--- src/rtl/mem_stage_pkg.sv ---
// Shared types for the MEM stage: load op encodings, default exception width,
// and the byte-offset width helper used for load extraction.
// No logic; no latency or backpressure of its own.
package mem_stage_pkg;

    typedef enum logic [2:0] {
        LD_NONE = 3'd0,
        LD_B    = 3'd1,
        LD_BU   = 3'd2,
        LD_H    = 3'd3,
        LD_HU   = 3'd4,
        LD_W    = 3'd5,
        LD_WU   = 3'd6,
        LD_D    = 3'd7
    } ld_op_e;

    localparam int EXC_W_DEF = 7;

    // Number of address bits selecting a byte inside one DATA_W word.
    function automatic int off_width(input int data_w);
        return $clog2(data_w / 8);
    endfunction

endpackage

--- src/rtl/mem_stage_ooo_load_extract.sv ---
// Load extraction: picks byte/half/word/double at the byte offset and extends it.
// Latency: purely combinational.
// Backpressure: none, it has no handshake.
module load_extract
    import mem_stage_pkg::*;
#(
    parameter int DATA_W = 32,
    parameter int OFF_W  = off_width(DATA_W)
) (
    input  logic [DATA_W-1:0] i_raw,
    input  logic [OFF_W-1:0]  i_offset,
    input  logic [2:0]        i_ld_op,
    output logic [DATA_W-1:0] o_data
);

    logic [DATA_W-1:0] w_shifted;
    logic [DATA_W-1:0] w_byte_s;
    logic [DATA_W-1:0] w_byte_u;
    logic [DATA_W-1:0] w_half_s;
    logic [DATA_W-1:0] w_half_u;
    logic [DATA_W-1:0] w_word_s;
    logic [DATA_W-1:0] w_word_u;

    // Bring the addressed item down to bit 0, then extend from there.
    assign w_shifted = i_raw >> {i_offset, 3'b000};
    assign w_byte_s  = DATA_W'($signed(w_shifted[7:0]));
    assign w_byte_u  = DATA_W'(w_shifted[7:0]);
    assign w_half_s  = DATA_W'($signed(w_shifted[15:0]));
    assign w_half_u  = DATA_W'(w_shifted[15:0]);
    assign w_word_s  = DATA_W'($signed(w_shifted[31:0]));
    assign w_word_u  = DATA_W'(w_shifted[31:0]);

    // Select the extension; on a 32-bit datapath WU and D degrade to W.
    always_comb begin
        o_data = i_raw;
        case (ld_op_e'(i_ld_op))
            LD_B:    o_data = w_byte_s;
            LD_BU:   o_data = w_byte_u;
            LD_H:    o_data = w_half_s;
            LD_HU:   o_data = w_half_u;
            LD_W:    o_data = w_word_s;
            LD_WU:   o_data = (DATA_W == 64) ? w_word_u  : w_word_s;
            LD_D:    o_data = (DATA_W == 64) ? w_shifted : w_word_s;
            default: o_data = i_raw;
        endcase
    end

endmodule

--- src/rtl/mem_stage_ooo.sv ---
// MEM pipeline stage with up to MAX_OUTSTANDING in-order data requests, stale-response cancel after flush, and a one-entry response buffer; MS_FWD_EN enables ms_fwd_ready.
// Latency: one cycle EX->WB for non-loads; loads complete in the cycle their data_ok arrives (or from the buffer).
// Backpressure: ms_allowin drops while a load waits for data or WB stalls; ms_req_block throttles EX request issue.
module mem_stage_ooo
    import mem_stage_pkg::*;
#(
    parameter int DATA_W          = 32,
    parameter int MAX_OUTSTANDING = 2,
    parameter int EXC_W           = EXC_W_DEF,
    parameter int CNT_W           = 3
) (
    input  logic              clk,
    input  logic              resetn,
    input  logic              es_to_ms_valid,
    output logic              ms_allowin,
    input  logic [31:0]       es_pc,
    input  logic              es_res_from_mem,
    input  logic              es_rf_we,
    input  logic [4:0]        es_rf_waddr,
    input  logic [DATA_W-1:0] es_alu_result,
    input  logic [2:0]        es_ld_op,
    input  logic              es_wait_data,
    input  logic [EXC_W-1:0]  es_except,
    input  logic              data_req_fire,
    input  logic              data_sram_data_ok,
    input  logic [DATA_W-1:0] data_sram_rdata,
    input  logic              ws_allowin,
    input  logic              except_flush,
    output logic              ms_to_ws_valid,
    output logic [31:0]       ms_pc,
    output logic              ms_rf_we,
    output logic [4:0]        ms_rf_waddr,
    output logic [DATA_W-1:0] ms_rf_wdata,
    output logic [EXC_W-1:0]  ms_except,
    output logic [DATA_W-1:0] ms_vaddr,
    output logic              ms_req_block,
    output logic              ms_fwd_ready
);

    localparam int OFF_W = off_width(DATA_W);

    logic              r_ms_valid;
    logic [31:0]       r_pc;
    logic              r_res_from_mem;
    logic              r_rf_we;
    logic [4:0]        r_rf_waddr;
    logic [DATA_W-1:0] r_alu_result;
    logic [2:0]        r_ld_op;
    logic              r_wait_data;
    logic [EXC_W-1:0]  r_except;
    logic              r_buf_valid;
    logic [DATA_W-1:0] r_buf_data;
    logic [CNT_W-1:0]  r_out_cnt;
    logic [CNT_W-1:0]  r_cancel_cnt;

    logic              w_live_ok;
    logic              w_wait;
    logic              w_ready_go;
    logic              w_capture;
    logic [DATA_W-1:0] w_raw;
    logic [DATA_W-1:0] w_load_data;

    // A response belongs to the live pipeline only once all cancelled ones have drained.
    assign w_live_ok  = data_sram_data_ok & (r_cancel_cnt == '0);
    assign w_wait     = r_ms_valid & r_wait_data & ~r_buf_valid;
    assign w_ready_go = ~w_wait | w_live_ok;
    assign ms_allowin     = ~r_ms_valid | (w_ready_go & ws_allowin);
    assign ms_to_ws_valid = r_ms_valid & w_ready_go;
    // Park data only for the waiting instruction, so a later response cannot overwrite it.
    assign w_capture  = w_live_ok & w_wait & ~ws_allowin;
    assign w_raw      = r_buf_valid ? r_buf_data : data_sram_rdata;

    load_extract #(.DATA_W(DATA_W), .OFF_W(OFF_W)) u_load_extract (
        .i_raw    (w_raw),
        .i_offset (r_alu_result[OFF_W-1:0]),
        .i_ld_op  (r_ld_op),
        .o_data   (w_load_data)
    );

    assign ms_pc        = r_pc;
    assign ms_rf_we     = r_ms_valid & r_rf_we;
    assign ms_rf_waddr  = r_rf_waddr;
    assign ms_rf_wdata  = r_res_from_mem ? w_load_data : r_alu_result;
    assign ms_except    = r_except;
    assign ms_vaddr     = r_alu_result;
    assign ms_req_block = (r_out_cnt >= CNT_W'(MAX_OUTSTANDING)) | (r_cancel_cnt != '0);

`ifdef MS_FWD_EN
    assign ms_fwd_ready = r_ms_valid & (~r_res_from_mem | r_buf_valid | w_live_ok);
`else
    assign ms_fwd_ready = 1'b0;
`endif

    // Stage valid and payload capture; a flush overrides a same-cycle accept.
    always_ff @(posedge clk or negedge resetn) begin
        if (!resetn) begin
            r_ms_valid     <= 1'b0;
            r_pc           <= '0;
            r_res_from_mem <= 1'b0;
            r_rf_we        <= 1'b0;
            r_rf_waddr     <= '0;
            r_alu_result   <= '0;
            r_ld_op        <= '0;
            r_wait_data    <= 1'b0;
            r_except       <= '0;
        end else begin
            if (except_flush) begin
                r_ms_valid <= 1'b0;
            end else if (ms_allowin) begin
                r_ms_valid <= es_to_ms_valid;
            end
            if (es_to_ms_valid && ms_allowin) begin
                r_pc           <= es_pc;
                r_res_from_mem <= es_res_from_mem;
                r_rf_we        <= es_rf_we;
                r_rf_waddr     <= es_rf_waddr;
                r_alu_result   <= es_alu_result;
                r_ld_op        <= es_ld_op;
                r_wait_data    <= es_wait_data;
                r_except       <= es_except;
            end
        end
    end

    // One-entry response buffer: filled when WB stalls, emptied when the instruction leaves.
    always_ff @(posedge clk or negedge resetn) begin
        if (!resetn) begin
            r_buf_valid <= 1'b0;
            r_buf_data  <= '0;
        end else if (except_flush) begin
            r_buf_valid <= 1'b0;
        end else if (w_capture) begin
            r_buf_valid <= 1'b1;
            r_buf_data  <= data_sram_rdata;
        end else if (ms_to_ws_valid && ws_allowin) begin
            r_buf_valid <= 1'b0;
        end
    end

    // Outstanding and cancel counters; every data_ok (kept or dropped) retires one request,
    // so on a flush only the requests still unreturned after this cycle are cancelled.
    always_ff @(posedge clk or negedge resetn) begin
        if (!resetn) begin
            r_out_cnt    <= '0;
            r_cancel_cnt <= '0;
        end else begin
            case ({data_req_fire, data_sram_data_ok})
                2'b10:   r_out_cnt <= r_out_cnt + CNT_W'(1);
                2'b01:   r_out_cnt <= r_out_cnt - CNT_W'(1);
                default: r_out_cnt <= r_out_cnt;
            endcase
            if (except_flush) begin
                r_cancel_cnt <= r_out_cnt - CNT_W'(data_sram_data_ok);
            end else if ((r_cancel_cnt != '0) && data_sram_data_ok) begin
                r_cancel_cnt <= r_cancel_cnt - CNT_W'(1);
            end
        end
    end

endmodule

--- config.mk ---
export PLATFORM = sky130hd
export DESIGN_NAME = mem_stage_ooo
export DESIGN_NICKNAME = d
export VERILOG_FILES = /design/src/rtl/mem_stage_pkg.sv /design/src/rtl/mem_stage_ooo_load_extract.sv /design/src/rtl/mem_stage_ooo.sv
export SDC_FILE = /design/constraint.sdc
export NUM_CORES = 1
export LEC_CHECK = 0
export ABC_AREA = 1
export BUFFER_PORTS_ARGS = -buffer_cell sky130_fd_sc_hd__buf_2
export CORE_MARGIN = 2
export CORE_UTILIZATION = 52
export CTS_BUF_LIST = sky130_fd_sc_hd__clkbuf_4
export DETAILED_ROUTE_END_ITERATION = 8
export PLACE_DENSITY = 0.84
export SYNTH_ARGS = -nofsm -noshare
export SYNTH_HDL_FRONTEND = slang
export SYNTH_SLANG_ARGS = --single-unit
--- constraint.sdc ---
create_clock -name clk -period 2.21 [get_ports clk]
set_input_delay 0.3315 -clock clk [delete_from_list [all_inputs] [get_ports clk]]
set_output_delay 0.3315 -clock clk [all_outputs]
set_load 0.1 [all_outputs]
* Yosys cells after proc, flatten, opt, wreduce, memory -nomap -nowiden
Cells that the tools add are included.
** Word-level totals
- Flip-flop bits (word level) :: 122
- Input port bits :: 121
- Output and inout bits :: 113
- Word-level logic and storage cells :: 66
** Cells by class
- Add/subtract/negate cells :: 4
- $lt $le $gt $ge :: 1
- Equal/unequal tests :: 9
- Shift operators :: 1
- Muxes and demuxes :: 11
- Bitwise gates (word level) :: 16
- Reductions and logical operators :: 11
** Operator list (count)
- one-hot mux 32 bit (5 select lines) :: 1
- two-way mux 32 bit :: 2
- >> shifter 32 x 5 -> 32 bit :: 1
- == test 3 bit, second input constant :: 4
- AND 1 bit :: 8
- == test 3 x 2 -> 1 bit, second input constant :: 2
- two-way mux 3 bit :: 2
- one-hot mux 3 bit (2 select lines) :: 1
- nonzero test 2 bit :: 3
- nonzero test 3 bit :: 2
- subtractor 3 x 1 -> 3 bit, second input constant :: 2
- two-way mux 1 bit :: 5
- inverter 1 bit :: 5
- adder 3 x 1 -> 3 bit, second input constant :: 1
- == test 3 x 1 -> 1 bit, second input constant :: 1
- >= comparator 3 x 2 -> 1 bit, second input constant :: 1
- logical AND 1 bit :: 3
- logical NOT 3 bit :: 1
- bitwise OR 1 bit :: 3
- OR reduction 3 bit :: 1
- subtractor 3 x 1 -> 3 bit :: 1
- == test 2 x 1 -> 1 bit, second input constant :: 1
- == test 2 bit, second input constant :: 1
- AND reduction 2 bit :: 1

* Depth between registers and ports, before layout
Gate-level depths: netlist of the first run.
- Depth in word-level cells :: 9
- Depth in mapped cells :: 13
- Gate-level depth less buffers :: 11

* Cells and area by module
Synthesis of the first run repeated with hierarchy kept, for this count alone.
** Second synthesis, totals
- Cells, all modules :: 870
- Area total of the unflattened synthesis :: 6969.2 um^2
** Modules (own cells, without submodules)
- mem_stage_ooo :: instances 1, cells each 662, area each 5998.3 um^2
- load_extract :: instances 1, cells each 208, area each 970.9 um^2

* Worst setup path after synthesis of the first run
Ideal clock, no wire load.
- Path kind :: reg-to-output
- From :: reg r_alu_result[1] (netlist: ms_vaddr[1])
- To :: out ms_rf_wdata[2]
- Arrival :: 3.221 ns
- Path slack :: -1.342 ns
- Cell stages (with the launch flop) :: 8
- Buffers on the path :: 1
- Cell sequence :: dfrtp_1 buf_2 nor2_2 nor2_1 inv_2 a21oi_1 nand2_1 a21oi_1
** Between the ends
- Cells in the longest elaborated chain, start to end :: 3
** Ends and longest elaborated chain
- start, declared :: RTL line mem_stage_ooo.sv:47 : logic [DATA_W-1:0] r_alu_result;
- start signal, assigned :: RTL line mem_stage_ooo.sv:117 : r_alu_result <= es_alu_result;
- >> shifter 32 x 5 -> 32 bit :: RTL line mem_stage_ooo_load_extract.sv:25 : assign w_shifted = i_raw >> {i_offset, 3'b000};
- one-hot mux 32 bit (5 select lines) :: RTL line mem_stage_ooo_load_extract.sv:36 : case (ld_op_e'(i_ld_op))
- two-way mux 32 bit :: RTL line mem_stage_ooo.sv:83 : assign ms_rf_wdata = r_res_from_mem ? w_load_data : r_alu_result;
- end, declared :: RTL line mem_stage_ooo.sv:33 : output logic [DATA_W-1:0] ms_rf_wdata,
No other way between the ends.

* Worst setup path in the final report of the first run
- From :: reg r_ld_op[2]
- To :: out ms_rf_wdata[13]
** Between the ends
- Cells in the longest elaborated chain, start to end :: 4
- Elaborated cells between the ends (all ways) :: 10
- Those cells by class :: eq/ne (7); mux (2); reduce/logical (1)
** Ends and longest elaborated chain
- start, declared :: RTL line mem_stage_ooo.sv:48 : logic [2:0] r_ld_op;
- start signal, assigned :: RTL line mem_stage_ooo.sv:118 : r_ld_op <= es_ld_op;
- == test 3 bit :: RTL line mem_stage_ooo_load_extract.sv:36
- OR reduction 3 bit (no source line)
- one-hot mux 32 bit (5 select lines) * :: RTL line mem_stage_ooo_load_extract.sv:36
- two-way mux 32 bit * :: RTL line mem_stage_ooo.sv:83
Every way passes the cells marked *; elsewhere a longest branch is shown, timed or not.

==> impl_metrics.py, run 1 <==
metrics = {
    "layout": {
        "ff_latch_area_um2": 3062,
        "multi_input_area_um2": 3566,
        "area_delta_synth_final_pct": 50.53,
        "nets": 1358,
        "fillers": 801,
        "drive_above_1_share_pct": 34.32,
    },
    "route": {
        "dr.pass1.iters": 5,
        "vias": 7985,
        "postRouteAntennaNets": 0,
        "route.detailed.drc": 0,
        "via_per_inst": 5.623,
        "drt_iter0_drc": 679,
        "drt-total-wl_um": 25290,
        "avgRoutedWirePerCell_um": 17.81,
    },
    "setup_path": {
        "ff2ff_setup_slack_ns": 0.16,
        "critical_path_arrival_ns": 2.28,
        "endpoint_kind": "output port",
        "r2r-end": "ms_pc[22]",
        "worstPathMaxFanout": 8,
        "r2r_cells": 11,
        "crit_type": "reg2out",
        "reg2reg_from": "r_buf_valid",
        "cp.required_ns": 1.88,
        "crit_path_start_kind": "flop",
    },
    "global_route": {
        "grt_remaining_overflow": 0,
        "grt_pass1_vias": 7631,
        "grt_pass1_wl_um": 38510,
        "grt_max_degree": 78,
        "grtUsageTotal_pct": 34.78,
        "antenna_found_initial": 3,
    },
    "sta": {
        "period_needed_ns": 2.612,
        "fin_tns_setup_ns": -10.80,
        "tightest_slew_ns": 0.7882,
        "rsz0062_at_grt": "yes",
        "slew_violations": 0,
        "setup_viol": 33,
        "skew_ns": 0.02320,
        "fin_ws_ns": -0.4015,
        "finalHoldViolCount": 0,
        "period_share_pct": 118.2,
        "slew_headroom_pct": 47.46,
        "max_freq_mhz": 382.9,
    },
    "synth": {
        "synth_edf_count": 0,
        "yosysTopAreaCellShare_pct": 45.04,
        "synth_top_area_cell": "dfrtp_1",
        "syn_nets": 1063,
        "synth_seq_area_share_pct": 45.04,
        "yosys-top-cells-area": "dfrtp_1 (45%), nand2_1 (22%), nand3_1 (8.0%)",
        "syn_area_per_cell_um2": 7.241,
        "syn_area_um2": 6778,
        "synthCells": 936,
        "async_reset_ff_share_pct": 100.0,
        "ys_seq_elements": 122,
        "synthFlopType": "dfrtp_1",
        "yosys.cell_types.count": 35,
        "yosysWarnings": 0,
    },
    "floorplan": {
        "num_rows": 41,
        "ios": 234,
        "core-area_um2": 12670,
        "die_w_um": 118.2,
        "die_area_um2": 13960,
        "start_util_pct": 53.49,
        "die_height_um": 118.2,
    },
    "clock_network": {
        "cts_max_level": 4,
        "root_buffer": "clkbuf_4",
        "cts_tree": "done",
        "cts_made_buffers": 17,
        "path_clk_slew_ns": 0.12,
        "clk_latency_ns": 0.54,
        "cts_sinks": 122,
        "cts_max_path_buffers": 2,
    },
    "status": {
        "violations": "negative setup slack",
        "status": "finished with violations",
    },
    "placed_design": {
        "dp_hpwl_um": 15170,
        "port_buffers": 232,
        "place.gp.congestion": 0.9761,
    },
    "worst_hold_path": {
        "hold_depth": 3,
        "hp-class": "in2reg",
        "worst_hold_startpoint": "es_pc[9]",
        "holdPathEnd": "ms_pc[9]",
    },
    "power_and_ir_drop": {
        "power.density_nw_per_um2": 997.7,
        "p_leak_nw": 5.567,
        "p_total_mw": 10.18,
        "ir_drop_v": 0.0007218,
    },
    "job": {
        "drv_cap": 0,
    },
}
==> power by group <==
part           switching (mW)  internal [mW]  total, mW
logic                    3.99           1.56       5.55
registers               0.304           2.62       2.92
clock network           0.893          0.816       1.71
==> layout make-up <==
cell class	count	share of cell area (%)
repair buffers	332	27.02
diodes	4	0.09811
multi-input cells	683	34.95
well taps	172	2.109
clock buffers	20	1.472
inverters	74	2.821
clock inverters	12	1.472
flip-flops and latches	122	30.01
repair inverters	1	0.04906
==> cells in the mapped netlist, types with 2 or more instances <==
cell type	instances
a21oi_1	50
a31oi_1	3
and2_1	2
buf_2	14
buf_4	7
buf_6	9
clkbuf_1	27
dfrtp_1	122
ha_1	5
inv_1	67
inv_2	6
mux2_2	10
nand2_1	400
nand2_2	4
nand3_1	108
nand4_1	2
nor2_1	14
nor2_2	4
o21ai_0	57
o21ai_2	7
o22ai_1	2
xnor2_1	2
xor2_1	2
==> metrics by stage <==
step	area [µm²]	setup WS [ns]	hold WS [ns]	utilization (%)	instances
after global placement	8877	0.1235	0.3448	70.06	1308
after detailed placement	8877	0.1014	0.3467	70.06	1308
after global routing	10200	-0.5485	-0.001414	80.52	1420
after CTS	9935	-0.3709	0.0007645	78.40	1397
after floorplan	7017	0.01337	0.03591	-	936
final	10200	-0.4015	0.02758	80.52	1420
==> placed cells by master, fill, tap and decap left out, types with 25 or more instances in the layout <==
master / n
nand2_1: 342
nand2_2: 37
buf_12: 43
buf_4: 36
dfrtp_1: 119
buf_2: 196
nand2_4: 25
dlygate4sd3_1: 52
o21ai_0: 53
inv_1: 63
a21oi_1: 45
nand3_1: 103
==> per-layer routing <==
metal / global-route usage, % / routed length (µm)
met1: 41.30 / 8866
met2: 57.59 / 12460
met3: 9.411 / 2434
met4: 18.37 / 1526
met5: 0 / 0
==> worst max path at each step <==
stage                           start              end  slack, ns
after floorplan           ms_vaddr[1]  ms_rf_wdata[31]       0.01
final                      r_ld_op[2]  ms_rf_wdata[13]      -0.40
after global placement    ms_vaddr[1]  ms_rf_wdata[27]       0.12
after CTS                 r_buf_valid  ms_rf_wdata[13]      -0.37
after global routing       r_ld_op[2]  ms_rf_wdata[13]      -0.55
after detailed placement  r_buf_valid  ms_rf_wdata[27]       0.10
==> flip-flops by register name (all words and copies together), names as in the netlist <==
signal / flops
r_ld_op: 3
ms_rf_waddr: 5
r_ms_valid: 1
r_buf_data: 32
r_out_cnt: 3
r_rf_we: 1
ms_pc: 32
ms_vaddr: 32
r_cancel_cnt: 3
ms_except: 7
r_buf_valid: 1
r_res_from_mem: 1
r_wait_data: 1
==> timing repair <==
item | in CTS | in global routing
setup buffers | 15 | 4
pin swaps | 7 | 4
resized for setup | 51 | 22
hold endpoints to repair | 72 | 14
cloned | 4 | 1
hold buffers | 38 | 14
setup endpoints to repair | 34 | 99
==> cells by family (layout without fill, tap and decap cells) <==
family / after synthesis / after routing / synth area share [%]
compound gates: 124 / 124 / 9.969
buf+inv: 132 / 439 / 8.953
fa+ha+maj: 6 / 6 / 1.218
flops: 122 / 122 / 45.04
xor+xnor: 4 / 4 / 0.5170
mux: 10 / 10 / 1.661
other cells: 1 / 5 / 0.05533
simple gates: 537 / 538 / 32.58
==> critical path, cell delays in order (launching register included) <==
cell     delay, ns
dfrtp_1       0.43
inv_1         0.18
nand3_2       0.13
nand2_4       0.15
o21ai_0       0.12
a21oi_1       0.22
nand2_1       0.11
nand2_1       0.08
nand2_1       0.08
nand2_4       0.07
buf_12        0.17
(Power assumes the default switching activity.)
==> run 2: changes to the inputs <==
Clock period 2.21 ns to 2.7 ns, I/O delays scaled along.
==> impl_metrics.py, run 2 (synthesis gave the netlist of run 1 again) <==
metrics = {
    "status": {
        "status": "finished with violations",
        "violations": "negative setup slack",
    },
    "placed_design": {
        "place.gp.congestion": 0.9592,
        "place_area_um2": 8541,
        "port_buffers": 232,
        "place_ws_ns": 0.4125,
        "dp_hpwl_um": 15250,
    },
    "clock_network": {
        "cts_tree": "done",
        "cts_max_path_buffers": 2,
        "path_clk_slew_ns": 0.12,
        "cts_sinks": 122,
        "root_buffer": "clkbuf_4",
        "clk_latency_ns": 0.55,
        "cts_made_buffers": 17,
        "cts_max_level": 4,
    },
    "global_route": {
        "grtUsageTotal_pct": 32.78,
        "grt_max_degree": 78,
        "grt_remaining_overflow": 0,
        "antenna_found_initial": 2,
        "grt_pass1_vias": 7249,
        "grt_pass1_wl_um": 36210,
    },
    "setup_path": {
        "reg2reg_from": "r_buf_valid",
        "cpMaxStageDelayCell": "dfrtp_2",
        "critPathMaxStageDelay_ns": 0.50,
        "cp_num_buf_inv": 3,
        "worstPathMaxFanout": 10,
        "crit_type": "reg2out",
        "endpoint_kind": "output port",
        "cp.required_ns": 2.30,
        "setup.worst_path.start": "r_buf_valid",
        "critical_path_arrival_ns": 2.47,
        "cpLargestDelayFamily": "simple AND/OR/NAND/NOR gates",
        "worstPathCellList": "clkinv_4 -> buf_6 -> nand2_1 -> nand2_2 -> o21ai_1 -> a21oi_1 -> nand2_1 -> nand2_2 -> nand2_4 -> nand2_4 -> buf_12",
        "crit_path_start_kind": "flop",
    },
    "layout": {
        "utilization_pct": 79.01,
        "layout_commonest_cell": "nand2_1",
        "design_area_um2": 10010,
        "area_delta_synth_final_pct": 47.70,
        "drive_above_1_share_pct": 44.17,
        "layout_common_cells": "nand2_1 (276), buf_2 (197), dfrtp_1 (118)",
        "nets": 1314,
    },
    "floorplan": {
        "ios": 234,
        "core-area_um2": 12670,
        "die_height_um": 118.2,
        "die_w_um": 118.2,
        "start_util_pct": 53.49,
        "die_area_um2": 13960,
        "num_rows": 41,
    },
    "route": {
        "postRouteAntennaNets": 0,
        "dr.pass1.iters": 7,
        "drt_iter0_drc": 829,
        "route.detailed.drc": 0,
        "via_per_inst": 5.540,
        "vias": 7606,
        "drt-total-wl_um": 24180,
        "avgRoutedWirePerCell_um": 17.61,
    },
    "sta": {
        "max_freq_mhz": 347.6,
        "skew_ns": 0.01746,
        "period_needed_ns": 2.877,
        "setup_viol": 26,
        "rsz0062_at_grt": "yes",
        "tightest_slew_ns": 0.7862,
        "slew_headroom_pct": 47.59,
        "finalHoldViolCount": 0,
        "fin_ws_ns": -0.1770,
        "slew_violations": 0,
        "period_share_pct": 106.6,
    },
    "job": {
        "drv_cap": 0,
    },
    "worst_hold_path": {
        "worst_hold_startpoint": "es_pc[14]",
        "hp-class": "in2reg",
    },
    "power_and_ir_drop": {
        "p_leak_nw": 5.419,
        "power.density_nw_per_um2": 806.8,
        "ir_drop_v": 0.0008208,
    },
}
[run 2: changes by cell type in the layout (fill, tap and decap cells not counted), moves of 6 or more]
cell,delta
a21oi_1,-8
a21oi_2,+9
buf_6,+10
dlygate4sd3_1,-51
inv_1,-6
inv_2,+6
nand2_1,-66
nand2_2,+69
nand2_4,-6
nand3_1,-7
o21ai_0,-13
o21ai_4,+6
[run 2: worst register-to-register path: stages (launching register included)]
cell and delay, ns:
dfrtp_2 0.50, buf_6 0.15, buf_4 0.15, nor2_2 0.17
nand2_1 0.07, nand2_1 0.07, nand2_2 0.09, nand2_4 0.35
buf_12 0.30, nand2_1 0.11, nand2_1 0.07
[run 2: worst paths after layout]
check | endpoint | slack [ns] | cells after the start
setup / recovery | ms_rf_wdata[10] | -0.18 | 11
hold / removal | ms_pc[14] | 0.07 | 3
setup reg to reg | ms_vaddr[23] | 0.61 | 10
hold reg to reg | ms_pc[7] | 0.48 | 2
max in group asynchronous | r_buf_valid | 1.58 | 3
min in group asynchronous | r_buf_data[19] | 0.39 | 2
[run 2: metal layers]
metal,routed length [µm],global-route usage [%],share of wire (%),up-vias
met5,0,0,0,-
met4,1243,16.72,5.1,0
met3,2191,9.025,9.1,116
met2,11700,54.52,48,474
met1,9053,38.86,37,3534
li1,-,-,-,3482
[run 2: power by group]
| part | leakage (nW) | internal (mW) | switching [mW] |
|---|---|---|---|
| clock | 0.138 | 0.469 | 0.739 |
| sequential | 1.53 | 2.14 | 0.246 |
| combinational | 3.75 | 1.21 | 3.27 |
[run 2: metrics by stage]
step                      cells  TNS (ns)  hold WS [ns]  total power [mW]
after floorplan             936  -0.09062        0.1094             5.304
after global placement     1298         0        0.4417             6.404
after detailed placement   1298         0        0.4418             6.449
after CTS                  1361   -0.4442       0.03561             7.852
after global routing       1373    -4.306       0.05318             8.416
final                      1373    -1.155       0.07084             8.077
[run 2: repair_timing]
item	in CTS	in global routing
pin swaps	23	53
hold buffers	1	0
setup buffers	25	15
endpoints found under the hold margin	41	0
gates cloned	5	3
setup endpoints to repair	32	33
gates resized for setup	126	136
[run 2: final cells by class]
type,instances,area [µm²]
inverters,74,290.3
clock buffers,18,135.1
well taps,172,215.2
multi-input cells,683,3875
diodes,1,2.502
fillers,845,2660
flip-flops and latches,122,3058
repair buffers,289,2311
clock inverters,14,123.9
==> run 3: changes to the inputs <==
Settings changed: SKIP_CTS_REPAIR_TIMING from default to 1.
==> impl_metrics.py, run 3 (synthesis gave the netlist of run 1 again) <==
metrics = {
    "sta": {
        "max_freq_mhz": 364.2,
        "slew_violations": 0,
        "slew_headroom_pct": 46.53,
        "rsz0062_at_grt": "yes",
        "setup_viol": 16,
        "period_share_pct": 101.7,
        "period_needed_ns": 2.746,
        "finalHoldViolCount": 0,
        "skew_ns": 0.01532,
        "tightest_slew_ns": 0.8020,
        "fin_ws_ns": -0.04572,
    },
    "clock_network": {
        "cts_tree": "done",
        "cts_max_level": 4,
        "cts_made_buffers": 17,
        "cts_sinks": 122,
        "path_clk_slew_ns": 0.12,
        "root_buffer": "clkbuf_4",
        "cts_max_path_buffers": 2,
        "clk_latency_ns": 0.55,
    },
    "global_route": {
        "grt_pass1_wl_um": 33600,
        "grt_remaining_overflow": 0,
        "grt_max_degree": 78,
        "antenna_found_initial": 2,
        "grtUsageTotal_pct": 30.33,
        "grt_pass1_vias": 6727,
    },
    "placed_design": {
        "place.gp.congestion": 0.9592,
        "port_buffers": 232,
        "dp.cells": 1298,
        "place_area_um2": 8541,
        "dp_hpwl_um": 15250,
        "place_ws_ns": 0.4125,
    },
    "floorplan": {
        "die_area_um2": 13960,
        "num_rows": 41,
        "die_height_um": 118.2,
        "ios": 234,
        "core-area_um2": 12670,
        "start_util_pct": 53.49,
        "die_w_um": 118.2,
    },
    "status": {
        "status": "finished with violations",
        "violations": "negative setup slack",
    },
    "power_and_ir_drop": {
        "p_leak_nw": 5.181,
        "power.density_nw_per_um2": 843.8,
        "ir_drop_v": 0.0008153,
    },
    "layout": {
        "layout_commonest_cell": "nand2_1",
        "fillers": 1000,
        "area_delta_synth_final_pct": 36.15,
        "layout_common_cells": "nand2_1 (362), buf_2 (197), dfrtp_1 (118)",
        "ff_latch_area_um2": 3060,
        "nets": 1288,
        "layoutNonFillerInstCount": 1347,
        "design_area_um2": 9228,
        "multi_input_area_um2": 3369,
        "drive_above_1_share_pct": 32.71,
    },
    "setup_path": {
        "worstPathMaxFanout": 20,
        "crit_path_start_kind": "flop",
        "worstPathCellList": "clkinv_4 -> buf_12 -> nand2_1 -> nand2_2 -> o21ai_0 -> a21oi_1 -> nand2_1 -> nand2_1 -> nand2_1 -> nand2_2 -> buf_12",
        "cpMaxStageDelayCell": "dfrtp_2",
        "critical_path_arrival_ns": 2.34,
        "cp.required_ns": 2.30,
        "crit_type": "reg2out",
        "critPathMaxStageDelay_ns": 0.50,
        "timing.critical_path.mode_cell": "nand2_1",
        "endpoint_kind": "output port",
        "cp_num_buf_inv": 3,
        "cpLargestDelayFamily": "simple AND/OR/NAND/NOR gates",
    },
    "route": {
        "drt-total-wl_um": 21860,
        "avgRoutedWirePerCell_um": 16.23,
        "dr.pass1.iters": 6,
        "via_per_inst": 5.379,
        "route.detailed.drc": 0,
        "vias": 7245,
        "drt_iter0_drc": 667,
        "postRouteAntennaNets": 0,
    },
    "job": {
        "drv_cap": 0,
    },
    "worst_hold_path": {
        "hp-class": "in2reg",
    },
}
run 3: changes by cell type in the layout (fill, tap and decap cells not counted), sizes merged:
cell    previous run  this run
buf              285       258
clkbuf            21        22
run 3: final cells by class:
type,instances,share of cell area (%)
clock buffer,18,1.464
timing repair buffer,263,21.98
multi-input combinational,683,36.52
clock inverter,14,1.342
sequential,122,33.17
tap,172,2.332
inverter,74,3.173
antenna,1,0.02712
run 3: worst register-to-register path: stages (launching register included):
cell and delay [ns]:
dfrtp_1 0.40, inv_1 0.11, ha_1 0.16, inv_1 0.06, nor2_2 0.10, nand2_1 0.10, nand2_1 0.07, nand2_1 0.06
nand2_2 0.10, buf_4 0.51, nand3_1 0.23, nand2_1 0.11
run 3: layer usage:
layer	vias to the layer above	track usage (%)	routed length, µm
met5	-	0	0
met3	71	8.977	2062
li1	3438	-	-
met2	393	49.89	10680
met4	0	12.50	775
met1	3343	37.26	8341
run 3: final timing paths:
path | startpoint | end | slack, ns | cells past startpoint
max | r_buf_valid | ms_rf_wdata[12] | -0.05 | 11
min | es_pc[28] | ms_pc[28] | 0.07 | 3
max reg2reg | r_cancel_cnt[0] | ms_vaddr[24] | 0.63 | 11
min reg2reg | ms_pc[7] | ms_pc[7] | 0.48 | 2
max in group asynchronous | resetn | r_buf_valid | 1.59 | 3
min in group asynchronous | resetn | r_buf_data[19] | 0.39 | 2
run 3: power by group:
group	leakage, nW	total, mW	switching (mW)	internal (mW)
clock network	0.138	1.20	0.734	0.469
logic	3.51	4.21	3.12	1.09
registers	1.53	2.37	0.234	2.14
total	5.18	7.79	4.08	3.70
run 3: through the flow:
stage	util, %	TNS, ns	total power [mW]	hold WS [ns]
2_1_floorplan	-	-0.09062	5.304	0.1094
3_3_place_gp	67.40	0	6.404	0.4417
3_5_place_dp	67.40	0	6.449	0.4418
4_1_cts	69.45	-5.023	7.662	-0.1723
5_1_grt	72.83	-3.389	8.136	0.05790
6_report	72.83	-0.3124	7.786	0.07107
